### src/rtl/add_pkg.sv
// Shared constants and the stage-1 record layout for the two-stage 128-bit adder.
package add_pkg;

  localparam int ADD_N = 128;
  localparam int ADD_H = ADD_N / 2;

  typedef struct packed {
    logic [ADD_H-1:0] s_lo;
    logic             c_mid;
    logic [ADD_H-1:0] a_hi;
    logic [ADD_H-1:0] b_hi;
  } stg1_rec_t;

endpackage

### src/rtl/add_half.sv
// Purely combinational W-bit adder with carry-in and carry-out; one instance per pipeline stage.
module add_half
  import add_pkg::*;
#(
  parameter int W = ADD_H
) (
  input  logic [W-1:0] a,
  input  logic [W-1:0] b,
  input  logic         cin,
  output logic [W-1:0] s,
  output logic         cout
);

  logic [W:0] sum;

  assign sum  = {1'b0, a} + {1'b0, b} + {{W{1'b0}}, cin};
  assign s    = sum[W-1:0];
  assign cout = sum[W];

endmodule

### src/rtl/add128_pipe.sv
// Two-stage valid/ready pipelined N-bit adder: low half in stage 1, high half in stage 2.
// Optional signed-overflow output enabled by defining ADD128_PIPE_OVF_EN.
module add128_pipe
  import add_pkg::*;
#(
  parameter int N = ADD_N
) (
  input  logic         clk,
  input  logic         rst_n,
  input  logic         in_valid,
  output logic         in_ready,
  input  logic         cin,
  input  logic [N-1:0] a,
  input  logic [N-1:0] b,
  output logic         out_valid,
  input  logic         out_ready,
  output logic [N-1:0] s,
  output logic         cout
`ifdef ADD128_PIPE_OVF_EN
  ,
  output logic         ovf
`endif
);

  localparam int H = N / 2;

  if ((N % 2) != 0 || N < 8) begin : g_bad_width
    $error("add128_pipe: N must be even and at least 8");
  end

  typedef struct packed {
    logic [H-1:0] s_lo;
    logic         c_mid;
    logic [H-1:0] a_hi;
    logic [H-1:0] b_hi;
  } stg1_t;

`ifdef ADD128_PIPE_OVF_EN
  // Two's-complement overflow: equal operand signs but a result sign that differs.
  function automatic logic ovf_detect(input logic signed [H-1:0] a_hi_s,
                                      input logic signed [H-1:0] b_hi_s,
                                      input logic signed [H-1:0] s_hi_s);
    return (a_hi_s[H-1] == b_hi_s[H-1]) && (s_hi_s[H-1] != a_hi_s[H-1]);
  endfunction
`endif

  stg1_t        stg1_p1;
  logic         vld_p1;
  logic         vld_p2;
  logic [N-1:0] s_p2;
  logic         cout_p2;

  logic         adv2;
  logic         xfer_in;
  logic [H-1:0] s_lo_p0;
  logic         c_mid_p0;
  logic [H-1:0] s_hi_p1;
  logic         cout_p1;

  assign adv2     = !vld_p2 || out_ready;
  assign in_ready = !vld_p1 || adv2;
  assign xfer_in  = in_valid && in_ready;

  // Stage 0 -> 1: low half added straight from the inputs.
  add_half #(.W(H)) u_lo (
    .a    (a[H-1:0]),
    .b    (b[H-1:0]),
    .cin  (cin),
    .s    (s_lo_p0),
    .cout (c_mid_p0)
  );

  always_ff @(posedge clk or negedge rst_n) begin
    if (!rst_n) begin
      vld_p1  <= 1'b0;
      stg1_p1 <= '0;
    end else if (xfer_in) begin
      vld_p1        <= 1'b1;
      stg1_p1.s_lo  <= s_lo_p0;
      stg1_p1.c_mid <= c_mid_p0;
      stg1_p1.a_hi  <= a[N-1:H];
      stg1_p1.b_hi  <= b[N-1:H];
    end else if (adv2) begin
      vld_p1 <= 1'b0;
    end
  end

  // Stage 1 -> 2: high half consumes the carry held alongside its own beat.
  add_half #(.W(H)) u_hi (
    .a    (stg1_p1.a_hi),
    .b    (stg1_p1.b_hi),
    .cin  (stg1_p1.c_mid),
    .s    (s_hi_p1),
    .cout (cout_p1)
  );

  always_ff @(posedge clk or negedge rst_n) begin
    if (!rst_n) begin
      vld_p2  <= 1'b0;
      s_p2    <= '0;
      cout_p2 <= 1'b0;
    end else if (adv2) begin
      vld_p2 <= vld_p1;
      if (vld_p1) begin
        s_p2    <= {s_hi_p1, stg1_p1.s_lo};
        cout_p2 <= cout_p1;
      end
    end
  end

`ifdef ADD128_PIPE_OVF_EN
  logic ovf_p2;

  always_ff @(posedge clk or negedge rst_n) begin
    if (!rst_n) begin
      ovf_p2 <= 1'b0;
    end else if (adv2 && vld_p1) begin
      ovf_p2 <= ovf_detect(stg1_p1.a_hi, stg1_p1.b_hi, s_hi_p1);
    end
  end

  assign ovf = ovf_p2;
`endif

  assign out_valid = vld_p2;
  assign s         = s_p2;
  assign cout      = cout_p2;

endmodule

### config.mk
export PLATFORM = sky130hd
export DESIGN_NAME = add128_pipe
export DESIGN_NICKNAME = d
export VERILOG_FILES = /design/src/rtl/add_pkg.sv /design/src/rtl/add_half.sv /design/src/rtl/add128_pipe.sv
export SDC_FILE = /design/constraint.sdc
export NUM_CORES = 1
export LEC_CHECK = 0
export ABC_CLOCK_PERIOD_IN_PS = 4100
export BUFFER_PORTS_ARGS = -buffer_cell sky130_fd_sc_hd__buf_4
export CELL_PAD_IN_SITES_DETAIL_PLACEMENT = 1
export CELL_PAD_IN_SITES_GLOBAL_PLACEMENT = 2
export CORE_ASPECT_RATIO = 0.6
export CORE_UTILIZATION = 33
export CTS_CLUSTER_SIZE = 30
export DETAILED_ROUTE_END_ITERATION = 7
export PLACE_DENSITY_LB_ADDON = 0.1
export SYNTH_ARGS = -nofsm -noshare
export SYNTH_HDL_FRONTEND = slang
export SYNTH_SLANG_ARGS = --single-unit
### constraint.sdc
create_clock -name clk -period 4.1 [get_ports clk]
set_clock_uncertainty 0.1 [all_clocks]
set_input_delay 0.205 -clock clk [delete_from_list [all_inputs] [get_ports clk]]
set_output_delay 0.205 -clock clk [all_outputs]
set_load 0.05 [all_outputs]
==> results of run 1 <==
==> power breakdown <==
group | switching (mW) | internal [mW]
Sequential | 0.492 | 3.96
Combinational | 3.95 | 1.98
Clock | 1.43 | 2.09
==> metal layers <==
layer | GRT usage | vias to the layer above
li1 | - | 8833
met1 | 0.352 | 8967
met2 | 0.346 | 363
met3 | 0.0394 | 83
met4 | 0.0507 | 6
met5 | 0 | -
==> cell families (layout without fill, tap and decap cells) <==
group                    after synthesis  in the layout
AO/OA/AOI/OAI                        563            563
multiplexers                           5              5
adder cells (fa/ha/maj)              130            130
buffers and inverters                141            641
XOR/XNOR                             114            114
flip-flops                           324            324
AND/OR/NAND/NOR                     1026           1026
other                                  0              2
==> synth_stat cells, types with 3 or more instances <==
master     count
or3_1          3
mux2i_1        3
nand3b_1       3
nand4_1       31
a221o_1        4
nand2b_1      10
dfrtp_1      324
o21ai_0      164
o211ai_1      15
fa_1           4
nor3_1        15
a221oi_1       6
nor2b_1        6
a41oi_1        6
a31o_2         4
and2_1        10
and3_1        13
a31oi_1       20
nor3b_1        5
a211oi_1      14
o31a_1         3
a21oi_1      144
buf_1          7
a21boi_0       4
o21bai_1      29
xor2_1        61
xnor2_1       53
a21o_1        80
o21ai_1        9
or2_2          7
o41ai_1        6
ha_1         126
nor4_1         3
clkbuf_1     106
a211o_1        3
o21a_1         9
nor2_1        72
o2111ai_1      4
or4_1          4
inv_1         26
nand3_1       27
nand2_1      814
o31ai_1        9
==> layout make-up <==
type	instances	share of cell area
repair buffers	551	0.179
inverters	26	0.00384
clock inverters	12	0.00664
multi-input cells	1838	0.412
flip-flops and latches	324	0.319
well taps	759	0.0373
clock buffers	52	0.0426
diodes	2	0.000197
==> stage by stage <==
step | setup TNS (ns) | instance area (sq um)
after floorplan | 0 | 19100
after global placement | 0 | 22800
after detailed placement | -0.0163 | 22800
after CTS | 0 | 25400
after global routing | 0 | 25400
final | 0 | 25400
==> worst max-delay path, delay by kind of cell <==
family / cells / cell delay (ns)
compound gates: 8 / 1.98
buf+inv: 4 / 1.02
fa+ha+maj: 2 / 0.88
simple gates: 2 / 0.14
==> worst max-delay path by stage <==
stage	slack, ns	to
final	0.18	stg1_p1[128]
after global routing	0.007	stg1_p1[177]
after CTS	0.02	stg1_p1[128]
after detailed placement	-0.02	stg1_p1[128]
after global placement	0.07	stg1_p1[128]
after floorplan	0.56	s[124]
==> state kept, by name (all words and copies together) (netlist names) <==
register / cells
stg1_p1: 193
s: 128
cout: 1
out_valid: 1
vld_p1: 1
==> what timing repair did <==
action / 4_1_cts / 5_1_grt
endpoints found under the setup margin: 0 / 5
hold buffers: 136 / 0
endpoints found under the hold margin: 226 / 0
resized for setup: 0 / 7
==> summary.txt, run 1 <==
Ports: 392
routed wire length: 69400 um
largest family of logic cells by synthesized area: simple AND/OR/NAND/NOR gates
Die Ht: 188 um
Crit Path Category: in -> reg
FF-to-FF End: s[106]
CP cell instances: dlygate4sd3_1 -> buf_4 -> fa_1 -> fa_1 -> a211oi_1 -> nor2_1 -> o31a_1 -> a41o_1 -> a21oi_2 -> buf_4 -> o311ai_2 -> a21oi_2 -> o41ai_2 -> a2111oi_2 -> buf_4 -> nor3_1
r2r startpoint: stg1_p1[128]
clock slew at reported path FFs: 0.06 ns
Initial DRT Pass Iterations: 5
Cell Area, Synth: 19100 sq um
Slew headroom: 0.404
Tmin final: 3.92 ns
slowest stage cell, crit path: dlygate4sd3_1
most common cell after layout, fill and taps aside: nand2_1
core area: 56400 sq um
Post-Place Cells: 3362
Async S/R FF share, synth: 1.00
top sig layer: met5
starting density of the core: 0.338
outcome: finished clean
Worst-Margin Slew: 0.893 ns
hold path depth: 4
vias in the first global route: 19100
Simple-Gate Fraction of Synth Area: 0.219
DRT iter0 DRCs: 1020
Post CTS Setup Buffer Count: 0
port bufs: 391
Seq cells post-synth: 324
beginning of the critical path: cin
max-cap violations: 0
min-delay src: b[6]
worst-path fanout max: 4
PnR Total Power: 13.9 mW
sequential area share after synthesis: 0.425
gr usage total: 0.233
Place WS: -0.0163 ns
drt drc: 0
Syn-to-layout area delta: 33.3%
Crit path arrival time: 4.23 ns
Core Util, Final: 0.451
multiplexer share of the synthesized area: 0.00275
CTS tree: built
Met2 Routed Length: 29300 um
Setup Viol. Count Final: 0
filler instances: 6645
Via density: 5.12
Hold Fails Final Rpt: 0
met3 wire len: 3310 um
Worst Setup Start Kind: input port
Max IR drop VDD: 0.000282 V
Slew Limit Fails: 0
worst-case reg-to-reg path depth: 13
DPL Wire Length: 52400 um
gr ovfl total: 0
Main synth FF type: dfrtp_1
layout cell share with drive strength beyond 1: 0.182
layout net count: 3168
initial antenna violation count: 5
Ys Warns: 0
worst reg-to-reg setup slack: 0.24 ns
largest net degree at the start of global routing: 111
fin crit share: 0.956
worst hold endpoint: stg1_p1[135]
routed len/inst: 19.5 um
Die ar.: 58800 sq um
Area contributors post-synth: dfrtp_1 43%, nand2_1 16%, ha_1 8.3%, o21ai_0 4.3%, a21oi_1 3.8%
CP endpoint kind: flop
Synth Area in Compound Gates: 0.186
cell count after synthesis: 2303
Post-synth EDFFs: 0
Routed met1 length: 35300 um
CTS Buf Count: 36
Hold Slack: 0.0787 ns
XOR/XNOR share of the synthesized area: 0.0523
Leakage: 12.8 nW
CP most frequent cell: buf_4
hold crit path type: in -> reg
clock sinks: 324
syn_nets: 2694
commonest cells after routing, fill and taps aside: 812 x nand2_1, 409 x buf_4, 323 x dfrtp_1
adder-cell share of the synthesized area: 0.0868
Worst Slack Setup Final: 0.182 ns
Worst path max stage delay: 0.53 ns
area fraction of the dominant cell type after synthesis: 0.425
power density over the cells: 546 nW/um^2
synth unique cells: 70
register area: 8110 sq um
multi-input combinational cell area: 10500 sq um
later-pin clock latency in the skew report: 0.53 ns
RSZ-0062 raised after global routing: false
via count: 18300
Worst Path Required: 4.41 ns
Detail Route Antenna Nets: 0
largest area contributor in the netlist: dfrtp_1
first-pass GRT wire length: 109000 um
GPL Wtd Cong: 0.887
Rows: 67
Post-Syn Area per Cell: 8.28 sq um
f_max: 0.255 GHz
Finished Layout Cells: 3564
Root Driver: clkbuf_16
Die Width: 312 um
CTS max path bufs: 3
H-tree depth: 2
(Power assumes the default switching activity.)
==> run 2, diff against run 1 <==
--- a/config.mk
+++ b/config.mk
@@ -13,7 +13,7 @@
 export CORE_UTILIZATION = 33
 export CTS_CLUSTER_SIZE = 30
 export DETAILED_ROUTE_END_ITERATION = 7
-export PLACE_DENSITY_LB_ADDON = 0.1
+export PLACE_DENSITY_LB_ADDON = 0.08
 export SYNTH_ARGS = -nofsm -noshare
 export SYNTH_HDL_FRONTEND = slang
 export SYNTH_SLANG_ARGS = --single-unit
==> summary.txt, run 2 (synthesis gave the netlist of run 1 again) <==
outcome: finished clean
Max IR drop VDD: 0.000294 V (+4.2%)
commonest cells after routing, fill and taps aside: 812 x nand2_1, 409 x buf_4, 324 x dfrtp_1
layout cell share with drive strength beyond 1: 0.180 (-0.00156)
Crit Path Category: in -> reg
beginning of the critical path: cin
gr ovfl total: 0 (unchanged)
worst-path fanout max: 4 (unchanged)
filler instances: 6721 (+1.1%)
layout net count: 3170 (+0.063%)
Hold Fails Final Rpt: 0 (unchanged)
DRT iter0 DRCs: 963 (-5.6%)
combinational power share: 0.423 (-0.003)
worst reg-to-reg setup slack: 0.24 ns (about the same)
routed len/inst: 19.5 um (+0.14%)
Worst Path Required: 4.40 ns (about the same)
Worst-Margin Slew: 0.977 ns (+0.0840 ns)
Post CTS Setup Buffer Count: 0 (unchanged)
CP endpoint kind: flop
Die ar.: 58800 sq um (unchanged)
GPL Wtd Cong: 0.887 (about the same)
register area: 8110 sq um (about the same)
first-pass GRT wire length: 109000 um (+0.46%)
routed wire length: 69500 um (+0.17%)
Post-DP Area: 22800 sq um (unchanged)
Slew Limit Fails: 0 (unchanged)
Via density: 5.12 (about the same)
vias in the first global route: 19100 (+0.12%)
Hold Slack: 0.0689 ns (-0.00981 ns)
Initial DRT Pass Iterations: 5 (unchanged)
Rows: 67 (unchanged)
min-delay src: b[63]
Die Width: 312 um (unchanged)
final instance area: 25500 sq um (+0.19%)
f_max: 0.253 GHz (-0.77%)
clock slew at reported path FFs: 0.06 ns (about the same)
switching power total: 5.86 mW (-0.25%)
Ports: 392 (unchanged)
Syn-to-layout area delta: 33.6%
gr usage total: 0.233 (about the same)
r2r startpoint: stg1_p1[128]
max-cap violations: 0 (unchanged)
fin crit share: 0.963 (+0.00744)
switch share: 0.419 (-0.00369)
Root Driver: clkbuf_16
H-tree depth: 2 (unchanged)
largest net degree at the start of global routing: 107 (-3.6%)
Detail Route Antenna Nets: 0 (unchanged)
drt drc: 0 (unchanged)
core area: 56400 sq um (unchanged)
Leakage: 12.8 nW (+0.16%)
Slew headroom: 0.348 (-0.0560)
via count: 18200 (-0.066%)
starting density of the core: 0.338 (unchanged)
Tmin final: 3.95 ns (+0.0305 ns)
hold crit path type: in -> reg
Worst Setup Start Kind: input port
max FFs per register: 193 (unchanged)
initial antenna violation count: 5 (unchanged)
RSZ-0062 raised after global routing: true
clock sinks: 324 (unchanged)
multi-input combinational cell area: 10500 sq um (+0.14%)
PnR Total Power: 14.0 mW (+0.63%)
most common cell after layout, fill and taps aside: nand2_1
CTS max path bufs: 3 (unchanged)
later-pin clock latency in the skew report: 0.53 ns (about the same)
CTS tree: built
Core Util, Final: 0.452 (+0.000865)
CTS Buf Count: 38 (+5.6%)
Die Ht: 188 um (unchanged)
Setup Viol. Count Final: 0 (unchanged)
port bufs: 391 (unchanged)
clock share of power: 0.257 (+0.004)
Crit path arrival time: 4.25 ns (+0.02 ns)
setup TNS: 0 ns (unchanged)
Flop pwr share: 0.320 (about the same)
Most flops, register: stg1_p1
DPL Wire Length: 52500 um (+0.17%)
P_int: 8.12 mW (+1.3%)
power density over the cells: 549 nW/um^2 (+0.44%)
==> run 2: cell types whose count changed in the layout (fill, tap and decap cells not counted), sizes merged <==
cell / before / now
diode: 2 / 1
clkinvlp: 2 / 0
clkbuf: 52 / 55
bufinv: 4 / 5
==> run 2: cell type report <==
cell class | instances | area share
repair buffers | 551 | 0.178
well taps | 759 | 0.0373
diodes | 1 | 0.0000982
clock inverters | 11 | 0.00707
flip-flops and latches | 324 | 0.318
inverters | 26 | 0.00383
clock buffers | 55 | 0.0435
multi-input cells | 1838 | 0.412
==> run 2: worst paths after layout <==
path | endpoint | cells past startpoint
max | stg1_p1[128] | 15
min | stg1_p1[128] | 4
max reg2reg | s[124] | 13
min reg2reg | s[6] | 2
max in group asynchronous | stg1_p1[161] | 3
min in group asynchronous | stg1_p1[38] | 2
==> run 2: power by group through the flow <==
stage / Sequential, mW / Combinational [mW] / Clock, mW
after global routing: 4.57 / 6.38 / 3.82
after floorplan: 5.94 / 2.27 / 0
after detailed placement: 4.53 / 5.79 / 0
after global placement: 4.51 / 5.72 / 0
after CTS: 4.48 / 5.94 / 3.71
final: 4.47 / 5.91 / 3.59
==> run 2: layer usage <==
layer / global-route usage / share of wire / vias up
li1: - / - / 8822
met1: 0.354 / 0.51 / 8948
met2: 0.347 / 0.43 / 380
met3: 0.0374 / 0.046 / 82
met4: 0.0437 / 0.018 / 8
met5: 0 / 0.00076 / -
==> run 2: stage by stage <==
step / instances / setup slack (ns)
CTS: 3564 / 0.0191
finish: 3565 / 0.152
floorplan: 2303 / 0.555
detailed placement: 3362 / 0.0417
global route: 3565 / -0.0206
global placement: 3362 / 0.101
==> run 2: critical path, cell delays in order <==
cell and delay [ns]:
dlygate4sd3_1 0.55, buf_4 0.15, fa_1 0.42, fa_1 0.44, a211oi_1 0.28, nor2_1 0.11, o31a_1 0.32, a41o_1 0.31
a21oi_4 0.21, buf_4 0.18, o311ai_2 0.17, a21oi_2 0.24, o41ai_2 0.15, a2111oi_1 0.43, nor3_1 0.08
==> run 2: what timing repair did <==
item                                   CTS  global route
resized for setup                        0             7
endpoints found under the hold margin  234             0
hold buffers                           136             0
setup endpoints to repair                0             9
==> run 3, diff against run 2 <==
--- a/config.mk
+++ b/config.mk
@@ -11,9 +11,10 @@
 export CELL_PAD_IN_SITES_GLOBAL_PLACEMENT = 2
 export CORE_ASPECT_RATIO = 0.6
 export CORE_UTILIZATION = 33
+export CTS_CLUSTER_DIAMETER = 150
 export CTS_CLUSTER_SIZE = 30
 export DETAILED_ROUTE_END_ITERATION = 7
-export PLACE_DENSITY_LB_ADDON = 0.08
+export PLACE_DENSITY = 0.84
 export SYNTH_ARGS = -nofsm -noshare
 export SYNTH_HDL_FRONTEND = slang
 export SYNTH_SLANG_ARGS = --single-unit
==> summary.txt, run 3 (synthesis gave the netlist of run 1 again) <==
Worst Setup Start Kind: input port
first-pass GRT wire length: 110000 um (+0.91%)
multi-input combinational cell area: 10500 sq um (about the same)
Slew Limit Fails: 0 (unchanged)
Tmin final: 3.93 ns (-0.0173 ns)
setup TNS: 0 ns (unchanged)
clock sinks: 324 (unchanged)
Ports: 392 (unchanged)
power density over the cells: 496 nW/um^2 (-9.5%)
CTS max path bufs: 3 (unchanged)
Worst path max stage delay: 0.55 ns (about the same)
Most flops, register: stg1_p1
Rows: 67 (unchanged)
worst-path fanout max: 4 (unchanged)
routing usage on met3: 0.0384 (+0.000991)
core area: 56400 sq um (unchanged)
clock slew at reported path FFs: 0.13 ns (+0.07 ns)
outcome: finished clean
Root Driver: clkbuf_16
CP endpoint kind: flop
f_max: 0.254 GHz (+0.44%)
GPL Wtd Cong: 0.920 (+3.7%)
RSZ-0062 raised after global routing: false
Die Width: 312 um (unchanged)
Hold Fails Final Rpt: 0 (unchanged)
Die Ht: 188 um (unchanged)
DPL Wire Length: 53100 um (+1.1%)
Place WS: 0.0284 ns (-0.0133 ns)
Slew headroom: 0.273 (-0.0753)
Via density: 5.16 (+0.88%)
DRT iter0 DRCs: 1082 (+12%)
Global Route met1 Usage: 0.368 (+0.0142)
Core Util, Final: 0.436 (-0.0156)
slowest stage cell, crit path: dlygate4sd3_1
gr ovfl total: 0 (unchanged)
Worst Path Required: 4.45 ns (+0.05 ns)
H-tree depth: 1 (-1)
register area: 8110 sq um (about the same)
Worst-Margin Slew: 1.09 ns (+0.113 ns)
max-cap violations: 0 (unchanged)
port bufs: 391 (unchanged)
CTS tree: built
GRT busiest layer: met1
via count: 18200 (-0.42%)
CTS Buf Count: 14 (-63%)
Max IR drop VDD: 0.000304 V (+3.7%)
Crit Path Category: in -> reg
commonest cells after routing, fill and taps aside: 812 x nand2_1, 409 x buf_4, 323 x dfrtp_1
fin crit share: 0.959 (-0.00422)
CP cell instances: dlygate4sd3_1 -> buf_4 -> fa_1 -> fa_1 -> a211oi_1 -> nor2_1 -> o31a_1 -> a41o_1 -> a21oi_4 -> buf_4 -> o21bai_1 -> a41oi_1 -> o21ai_0 -> xnor2_1 -> o21ai_0
vias in the first global route: 19100 (-0.089%)
Leakage: 12.3 nW (-3.4%)
Syn-to-layout area delta: 28.9%
initial antenna violation count: 6 (+1)
routed wire length: 70000 um (+0.75%)
drt drc: 0 (unchanged)
layout cell share with drive strength beyond 1: 0.169 (-0.0106)
hold crit path type: in -> reg
layout net count: 3147 (-0.73%)
later-pin clock latency in the skew report: 0.54 ns (about the same)
most common cell after layout, fill and taps aside: nand2_1
routed len/inst: 19.9 um (+2.1%)
Setup Viol. Count Final: 0 (unchanged)
filler instances: 6756 (+0.52%)
gr usage total: 0.235 (+0.00171)
Detail Route Antenna Nets: 0 (unchanged)
Worst Slack Setup Final: 0.169 ns (+0.0173 ns)
starting density of the core: 0.338 (unchanged)
largest net degree at the start of global routing: 100 (-6.5%)
max FFs per register: 193 (unchanged)
Crit path arrival time: 4.28 ns (+0.03 ns)
Die ar.: 58800 sq um (unchanged)
Initial DRT Pass Iterations: 5 (unchanged)
grt met2 use: 0.338 (-0.00887)
[run 3: changes by cell type in the layout (fill, tap and decap cells not counted), sizes merged]
cell	previous run	this run
bufinv	5	0
buf	415	416
diode	1	4
clkbuf	55	15
clkinv	6	1
[run 3: worst max-delay path, delay by kind of cell]
family                   cells  cell delay, ns
XOR/XNOR                     1            0.14
AO/OA/AOI/OAI                8            2.04
AND/OR/NAND/NOR              1            0.10
buffers and inverters        3            0.91
adder cells (fa/ha/maj)      2            0.88
[run 3: cell type report]
| type | count | share of cell area |
|---|---|---|
| Multi-Input combinational cell | 1838 | 0.426 |
| Sequential cell | 324 | 0.330 |
| Timing Repair Buffer | 552 | 0.186 |
| Tap cell | 759 | 0.0386 |
| Clock buffer | 15 | 0.0153 |
| Inverter | 26 | 0.00397 |
| Antenna cell | 4 | 0.000407 |
| Clock inverter | 1 | 0.000356 |
[run 3: what timing repair did]
| action | 4_1_cts | 5_1_grt |
|---|---|---|
| endpoints found under the hold margin | 210 | 0 |
| gates resized for setup | 0 | 7 |
| buffers inserted | 0 | 0 |
| setup endpoints to repair | 0 | 10 |
| hold buffers | 136 | 0 |
[run 3: metal layers]
layer	vias up	share of wire
li1	8744	-
met1	8950	0.52
met2	403	0.41
met3	60	0.050
met4	6	0.017
met5	-	0.00059
[run 3: per-stage QoR]
stage	total power [mW]	cell area, sq um	hold WS (ns)	cells
after floorplan	8.21	19100	-0.191	2303
after global placement	10.2	22800	0.173	3363
after detailed placement	10.4	22800	0.174	3363
after CTS	12.3	24600	0.00679	3515
after global routing	12.9	24600	0.0702	3516
final	12.2	24600	0.0345	3519
[run 3: worst paths after layout]
kind / start / depth (start not counted) / end / slack, ns
setup / recovery: cin / 15 / stg1_p1[177] / 0.17
hold / removal: a[63] / 4 / stg1_p1[128] / 0.03
setup reg to reg: stg1_p1[128] / 13 / s[124] / 0.28
hold reg to reg: stg1_p1[161] / 2 / s[32] / 0.38
max in group asynchronous: rst_n / 3 / stg1_p1[70] / 2.73
min in group asynchronous: rst_n / 2 / stg1_p1[38] / 0.12
[run 3: power by group]
group	total [mW]	switching (mW)	internal (mW)
sequential	4.46	0.509	3.95
clock	1.78	1.11	0.671
combinational	5.97	3.99	1.98
